==> src/rtl/mux_word_serializer_pkg.sv <==
// Purpose: shared widths, FSM state type and select start/end helpers for the word serializer.
// Latency: n/a (declarations only).
// Backpressure: n/a.
package mux_word_serializer_pkg;

  localparam int DATA_W = 8;
  localparam int SEL_W  = 3;

  typedef enum logic {
    IDLE  = 1'b0,
    SHIFT = 1'b1
  } state_t;

  // Select index presented first / last within a word, by bit order.
  function automatic logic [SEL_W-1:0] first_sel(input bit msb_first);
    return msb_first ? SEL_W'(DATA_W - 1) : SEL_W'(0);
  endfunction

  function automatic logic [SEL_W-1:0] last_sel(input bit msb_first);
    return msb_first ? SEL_W'(0) : SEL_W'(DATA_W - 1);
  endfunction

endpackage

==> src/rtl/mux_word_serializer_if.sv <==
// Purpose: word-in / bit-out bundle between an upstream producer and the serializer.
// Latency: n/a (wires only).
// Backpressure: in_valid/in_ready handshake on the word side; the serial side has no backpressure.
// Signals: in_valid, in_data[7:0], in_ready, sel[2:0], ser_out, ser_valid, busy, done.
interface mux_word_serializer_if;
  import mux_word_serializer_pkg::*;

  logic              in_valid;
  logic [DATA_W-1:0] in_data;
  logic              in_ready;
  logic [SEL_W-1:0]  sel;
  logic              ser_out;
  logic              ser_valid;
  logic              busy;
  logic              done;

  // master: upstream driver / observer side
  modport master (
    output in_valid, in_data,
    input  in_ready, sel, ser_out, ser_valid, busy, done
  );

  // slave: the serializer itself
  modport slave (
    input  in_valid, in_data,
    output in_ready, sel, ser_out, ser_valid, busy, done
  );

endinterface

==> src/rtl/mux_word_serializer_mux8to1.sv <==
// Purpose: 8:1 bit selector, y = d[sel].
// Latency: combinational.
// Backpressure: none.
// Ports: d[7:0] data word, sel[2:0] index, y selected bit.
module mux8to1
  import mux_word_serializer_pkg::*;
(
  input  logic [DATA_W-1:0] d,
  input  logic [SEL_W-1:0]  sel,
  output logic              y
);

  assign y = d[sel];

endmodule

==> src/rtl/mux_word_serializer.sv <==
// Purpose: captures an 8-bit word and streams it out one bit at a time through mux8to1.
// Latency: word accepted at edge N -> bit 0 on ser_out in cycle N+1; word lasts 8*CLKS_PER_BIT cycles.
// Backpressure: in_ready high in IDLE and in the final cycle of the last bit, allowing gapless back-to-back words.
// Ports: clk, rst_n (async active-low), bus (slave modport: word handshake in, sel/ser_out/ser_valid/busy/done out).
module mux_word_serializer
  import mux_word_serializer_pkg::*;
#(
  parameter int CLKS_PER_BIT = 1,
  parameter bit MSB_FIRST    = 1'b0
) (
  input  logic                 clk,
  input  logic                 rst_n,
  mux_word_serializer_if.slave bus
);

  localparam int               CNT_W     = (CLKS_PER_BIT > 1) ? $clog2(CLKS_PER_BIT) : 1;
  localparam logic [CNT_W-1:0] CNT_LAST  = CNT_W'(CLKS_PER_BIT - 1);
  localparam logic [SEL_W-1:0] FIRST_SEL = first_sel(MSB_FIRST);
  localparam logic [SEL_W-1:0] LAST_SEL  = last_sel(MSB_FIRST);

  state_t             state_q;
  state_t             state_d;
  logic [DATA_W-1:0]  hold_q;
  logic [SEL_W-1:0]   sel_q;
  logic [CNT_W-1:0]   cnt_q;
  logic               done_q;

  logic               bit_end;
  logic               word_end;
  logic               ready_c;
  logic               shifting_c;
  logic               accept;
  logic               ser_bit;

  // Terminal count of the current bit, and of the last bit of the word.
  assign bit_end  = (cnt_q == CNT_LAST);
  assign word_end = (state_q == SHIFT) && bit_end && (sel_q == LAST_SEL);
  assign accept   = bus.in_valid && ready_c;

  always_ff @(posedge clk or negedge rst_n) begin
    if (!rst_n) begin
      state_q <= IDLE;
    end else begin
      state_q <= state_d;
    end
  end

  always_comb begin
    state_d    = state_q;
    ready_c    = 1'b0;
    shifting_c = 1'b0;
    case (state_q)
      IDLE: begin
        ready_c = 1'b1;
        if (bus.in_valid) begin
          state_d = SHIFT;
        end
      end
      SHIFT: begin
        shifting_c = 1'b1;
        // Ready only in the very last cycle so a waiting word follows with no gap.
        ready_c    = word_end;
        if (word_end && !bus.in_valid) begin
          state_d = IDLE;
        end
      end
      default: begin
        state_d = IDLE;
      end
    endcase
  end

  // Word hold register, select counter and bit-cycle counter.
  // sel is reloaded only on accept and otherwise parks at its last value.
  always_ff @(posedge clk or negedge rst_n) begin
    if (!rst_n) begin
      hold_q <= '0;
      sel_q  <= FIRST_SEL;
      cnt_q  <= '0;
      done_q <= 1'b0;
    end else begin
      done_q <= word_end;
      if (accept) begin
        hold_q <= bus.in_data;
        sel_q  <= FIRST_SEL;
        cnt_q  <= '0;
      end else if (state_q == SHIFT) begin
        if (bit_end) begin
          cnt_q <= '0;
          if (sel_q != LAST_SEL) begin
            sel_q <= MSB_FIRST ? (sel_q - SEL_W'(1)) : (sel_q + SEL_W'(1));
          end
        end else begin
          cnt_q <= cnt_q + CNT_W'(1);
        end
      end
    end
  end

  mux8to1 u_mux (
    .d   (hold_q),
    .sel (sel_q),
    .y   (ser_bit)
  );

  assign bus.in_ready  = ready_c;
  assign bus.sel       = sel_q;
  assign bus.ser_out   = ser_bit;
  assign bus.ser_valid = shifting_c;
  assign bus.busy      = shifting_c;
  assign bus.done      = done_q;

endmodule

==> src/flat_wrapper.sv <==
// flat-port wrapper written by rule: the top's interface ports become plain ports
module mux_word_serializer_flat import mux_word_serializer_pkg::*;
#(
  parameter int CLKS_PER_BIT = 1,
  parameter bit MSB_FIRST    = 1'b0
)
  (clk, rst_n, bus_in_valid, bus_in_data, bus_in_ready, bus_sel, bus_ser_out, bus_ser_valid, bus_busy, bus_done);
  mux_word_serializer_if bus_i ();
  input  logic clk;
  input  logic rst_n;
  input wire logic [$bits(bus_i.in_valid)-1:0] bus_in_valid;
  input wire logic [$bits(bus_i.in_data)-1:0] bus_in_data;
  output wire logic [$bits(bus_i.in_ready)-1:0] bus_in_ready;
  output wire logic [$bits(bus_i.sel)-1:0] bus_sel;
  output wire logic [$bits(bus_i.ser_out)-1:0] bus_ser_out;
  output wire logic [$bits(bus_i.ser_valid)-1:0] bus_ser_valid;
  output wire logic [$bits(bus_i.busy)-1:0] bus_busy;
  output wire logic [$bits(bus_i.done)-1:0] bus_done;
  assign bus_i.in_valid = bus_in_valid;
  assign bus_i.in_data = bus_in_data;
  assign bus_in_ready = bus_i.in_ready;
  assign bus_sel = bus_i.sel;
  assign bus_ser_out = bus_i.ser_out;
  assign bus_ser_valid = bus_i.ser_valid;
  assign bus_busy = bus_i.busy;
  assign bus_done = bus_i.done;
  mux_word_serializer #(.CLKS_PER_BIT(CLKS_PER_BIT), .MSB_FIRST(MSB_FIRST)) u_core (.clk(clk), .rst_n(rst_n), .bus(bus_i));
endmodule
==> config.mk <==
export PLATFORM = sky130hd
export DESIGN_NAME = mux_word_serializer_flat
export DESIGN_NICKNAME = d
export VERILOG_FILES = /design/src/rtl/mux_word_serializer_pkg.sv /design/src/rtl/mux_word_serializer_if.sv /design/src/rtl/mux_word_serializer_mux8to1.sv /design/src/rtl/mux_word_serializer.sv /design/src/flat_wrapper.sv
export SDC_FILE = /design/constraint.sdc
export NUM_CORES = 1
export LEC_CHECK = 0
export CAP_MARGIN = 30
export CELL_PAD_IN_SITES_DETAIL_PLACEMENT = 1
export CELL_PAD_IN_SITES_GLOBAL_PLACEMENT = 2
export CORE_MARGIN = 4
export CORE_UTILIZATION = 28
export DETAILED_ROUTE_END_ITERATION = 16
export GPL_ROUTABILITY_DRIVEN = 1
export PLACE_DENSITY_LB_ADDON = 0.05
export SLEW_MARGIN = 20
export SYNTH_ARGS = -nofsm -noshare
export SYNTH_HDL_FRONTEND = slang
export SYNTH_SLANG_ARGS = --single-unit
==> constraint.sdc <==
create_clock -name clk -period 1.8 [get_ports clk]
set_input_delay 0.45 -clock clk [delete_from_list [all_inputs] [get_ports clk]]
set_output_delay 0.45 -clock clk [all_outputs]
set_load 0.05 [all_outputs]
==> impl.org <==
** Run status
- Result of the run :: finished, violations left
- Violated checks :: negative setup slack

** STA
- Worst clock skew :: 0.000739 ns
- The worst pin sits at a relative slew slack of 0.597.
- In the post-route analysis, the smallest setup slack over all paths is -0.258 ns.
- In the finished design, the share of the clock period the worst path needs comes to 1.14.
- The routed design could run at a clock period as short as about 2 ns.
- Slew at the pin closest to its max-slew limit :: roughly 0.60 ns
- Setup repair after global routing could not meet its margin everywhere.
- Number of slew-limit violations in the final report :: 0
- The final number of hold-violating endpoints came to 0.
- Setup violation total in the final timing report :: 12
- Achievable frequency :: 486 MHz

** Place
- The congestion estimate from routability-driven global placement came to 0.706.
- Worst slack at placement :: -0.0226 ns
- Cell area reported after detailed placement :: approximately 840 sq um
- Port buffering added 18 buffers.
- The HPWL after detailed placement is roughly 1100 um.

** Detailed routing
- Initial DRC Count :: 3
- DR DRC count :: 0
- Using the TritonRoute via totals, the vias-per-cell ratio works out to 4.26.
- The routed design has 1460 um of wire.
- Iteration count of the initial detailed-routing pass :: 2
- Number of vias after detailed routing :: 405
- Antenna-violating nets left :: 0
- Final routed wire length divided by cell count :: 15.3 um

** Worst hold path
- The worst hold path begins at u_core.hold_q[7].
- The worst hold path belongs to the class reg2reg.

** Pwr
- Of the total power, registers draw 0.260.
- For this design the static power due to leakage is 0.457 nW.
- Summed over all nets, the switching power comes to between 0.8 and 0.9 mW.
- The worst-case IR drop observed on VDD is between 0.0008 and 0.0009 V.
- Combinational fraction of design power :: 0.655
- Internal power comes to 1.25 mW.
- Total power for the finished layout comes to 2.08 mW.
- Part of the power in the clock network :: 0.085
- Power density cells :: between 2000 and 2500 nW/um^2
- Of the total power, the share spent switching nets is 0.402.

** Clock network
- Clock transition at the register clock pins on the worst setup and hold paths after CTS :: approximately 0.080 ns
- Level count of the clock H-tree :: 1
- Number of clock buffers inserted by TritonCTS :: 3
- The clock net in this run drives a total of 13 sinks.
- The clock passes through at most 2 buffers.
- Total of hold buffers inserted after clock tree synthesis :: 0
- TritonCTS built the clock tree.
- For the worst-skew pair, the clock arrives at the later sink with an insertion delay of 0.27 ns.
- CTS placed an instance of sky130_fd_sc_hd__clkbuf_4 at the clock tree root.

** Cells and area
- Final net count :: 82
- # diodes :: 0
- Layout Utilization :: 0.492
- Area grow syn2layout :: 66.8%
- The finished cells cover between 900 and 1000 sq um.
- Fraction of final layout cells sized beyond drive strength 1 :: 0.559

** Global route
- Initial antenna violation count :: 0
- Wire length of the first global-routing pass :: 2320 um
- Largest net degree at the start of global routing :: 14
- For this run, the total global-route usage over all layers was measured as 0.118.
- Congestion Overflow GR :: 0
- Number of global-route vias before repair :: 456

** Run
- Max-cap violations :: 0

** Worst setup path
- For this run, the slowest stage of the critical path takes 0.51 ns.
- Critical path class :: reg2out
- Type of element launching the critical path :: flip-flop
- Critical-path cell with the highest stage delay :: sky130_fd_sc_hd__mux4_2
- The most critical setup path has its startpoint at u_core.bus.sel[0].
- For the worst setup path, the data required time is 1.35 ns.
- The critical path goes through mux4_2 -> mux2_4 -> buf_6.
- Max FO, Critical Path :: 3
- The startpoint identified for the worst register-to-register timing path is u_core.bus.sel[0].
- STA puts the critical path data arrival time at 1.61 ns.
- STA classifies the critical path endpoint as an output port.

** Die
- Total I/O pin count :: 19
- Core Rows :: 16
- The die covers roughly 2900 sq um.
- Starting utilization of the core area :: 0.295
- Vertical extent of the die :: between 50 and 60 um
- The region available for standard cell placement spans 1980 sq um.
- The die is 53.7 um wide.

** Synthesis
- Sequential share of the synthesized area :: 0.557
- Counting every instance in the synthesized netlist gives 39.
- In this run, distinct cell masters in the synthesized netlist total 13.
- Area of the mapped netlist :: 584 sq um
- Count of yosys warnings during synthesis :: 0
- Syn_nets :: 52
- Avg Cell Area, Syn :: 15.0 sq um
- Counting flops and latches in the post-synthesis netlist gives 13.
cell families (layout without fill, tap and decap cells):
logic type | count (synthesis) | in the layout | share of synthesized area
compound gates | 2 | 2 | 0.0171
buf+inv | 4 | 33 | 0.0343
simple gates | 6 | 6 | 0.0685
mux | 12 | 12 | 0.281
fa+ha+maj | 2 | 2 | 0.0428
flops | 13 | 13 | 0.557
timing repair:
item                                   CTS  global route
gates resized for setup                 11             9
endpoints found under the hold margin    0             0
setup buffers                            2             3
setup endpoints to repair                2            10
worst max-delay path, delay by kind of cell, from the launching register on:
family | cells | cell delay [ns]
muxes | 2 | 0.79
DFF | 1 | 0.40
buffers and inverters | 1 | 0.15
cell type report:
cell class	count	area [sq um]
fillers	201	1010
well taps	27	33.8
clock buffers	4	26.3
repair buffers	27	280
flip-flops and latches	13	328
multi-input cells	22	299
inverters	2	7.51
cell usage after synthesis, drive strengths merged:
| library cell | n | area, sq um |
|---|---|---|
| nand2 | 1 | 6.26 |
| buf | 2 | 12.5 |
| nand3b | 2 | 15.0 |
| and2 | 1 | 6.26 |
| ha | 2 | 25.0 |
| mux2 | 9 | 101 |
| nand2b | 2 | 12.5 |
| mux2i | 1 | 10.0 |
| inv | 2 | 7.51 |
| mux4 | 2 | 52.6 |
| dfrtp | 13 | 325 |
| o21ai | 2 | 10.0 |
cells in the final DEF (no fill, tap or decap):
cell type                         Yosys  final
sky130_fd_sc_hd__mux4_2               0      2
sky130_fd_sc_hd__mux2i_1              1      1
sky130_fd_sc_hd__mux2_4               0      9
sky130_fd_sc_hd__o21ai_1              0      2
sky130_fd_sc_hd__ha_2                 0      2
sky130_fd_sc_hd__and2_1               1      1
sky130_fd_sc_hd__nand2_8              0      1
sky130_fd_sc_hd__nand2b_4             0      2
sky130_fd_sc_hd__buf_4                1     10
sky130_fd_sc_hd__clkdlybuf4s50_1      0     10
sky130_fd_sc_hd__buf_12               0      3
sky130_fd_sc_hd__clkbuf_4             0      3
sky130_fd_sc_hd__dfrtp_1             13     11
sky130_fd_sc_hd__dfrtp_2              0      2
sky130_fd_sc_hd__clkbuf_1             0      1
sky130_fd_sc_hd__nand3b_1             2      2
sky130_fd_sc_hd__inv_1                2      2
sky130_fd_sc_hd__buf_6                0      4
flip-flops by register name (all words and copies together), names as in the netlist:
name             cells
u_core.bus.done      1
u_core.bus.sel       3
u_core.hold_q        8
u_core.state_q       1
layer usage:
metal,global-route usage,up-vias,share of wire
met5,0,-,0
met3,0.0416,0,0.049
met4,0.0383,0,0
met1,0.143,197,0.43
met2,0.194,11,0.52
li1,-,197,-
per-stage QoR:
| step | hold WS (ns) | setup TNS (ns) | cells |
|---|---|---|---|
| floorplan | 0.154 | -0.419 | 39 |
| global placement | 0.483 | 0 | 86 |
| detailed placement | 0.499 | -0.0226 | 86 |
| CTS | 0.520 | -0.469 | 92 |
| global route | 0.533 | -2.76 | 95 |
| finish | 0.517 | -1.75 | 95 |
power by group through the flow:
stage | logic, mW | registers, mW | clock network [mW]
after global routing | 1.44 | 0.564 | 0.196
after detailed placement | 1.12 | 0.546 | 0
after global placement | 1.09 | 0.534 | 0
after floorplan | 0.556 | 0.688 | 0
final | 1.36 | 0.541 | 0.177
after CTS | 1.27 | 0.540 | 0.186
worst paths after layout:
path | endpoint | slack [ns] | depth (start not counted)
min in group asynchronous | u_core.hold_q[3] | 0.56 | 1
max in group asynchronous | u_core.bus.sel[1] | 0.82 | 1
hold reg to reg | u_core.hold_q[7] | 0.52 | 1
setup reg to reg | u_core.hold_q[1] | -0.16 | 9
setup / recovery | bus_ser_out | -0.26 | 3
hold / removal | u_core.hold_q[7] | 0.52 | 1
Power figures use the tool's default switching activity.
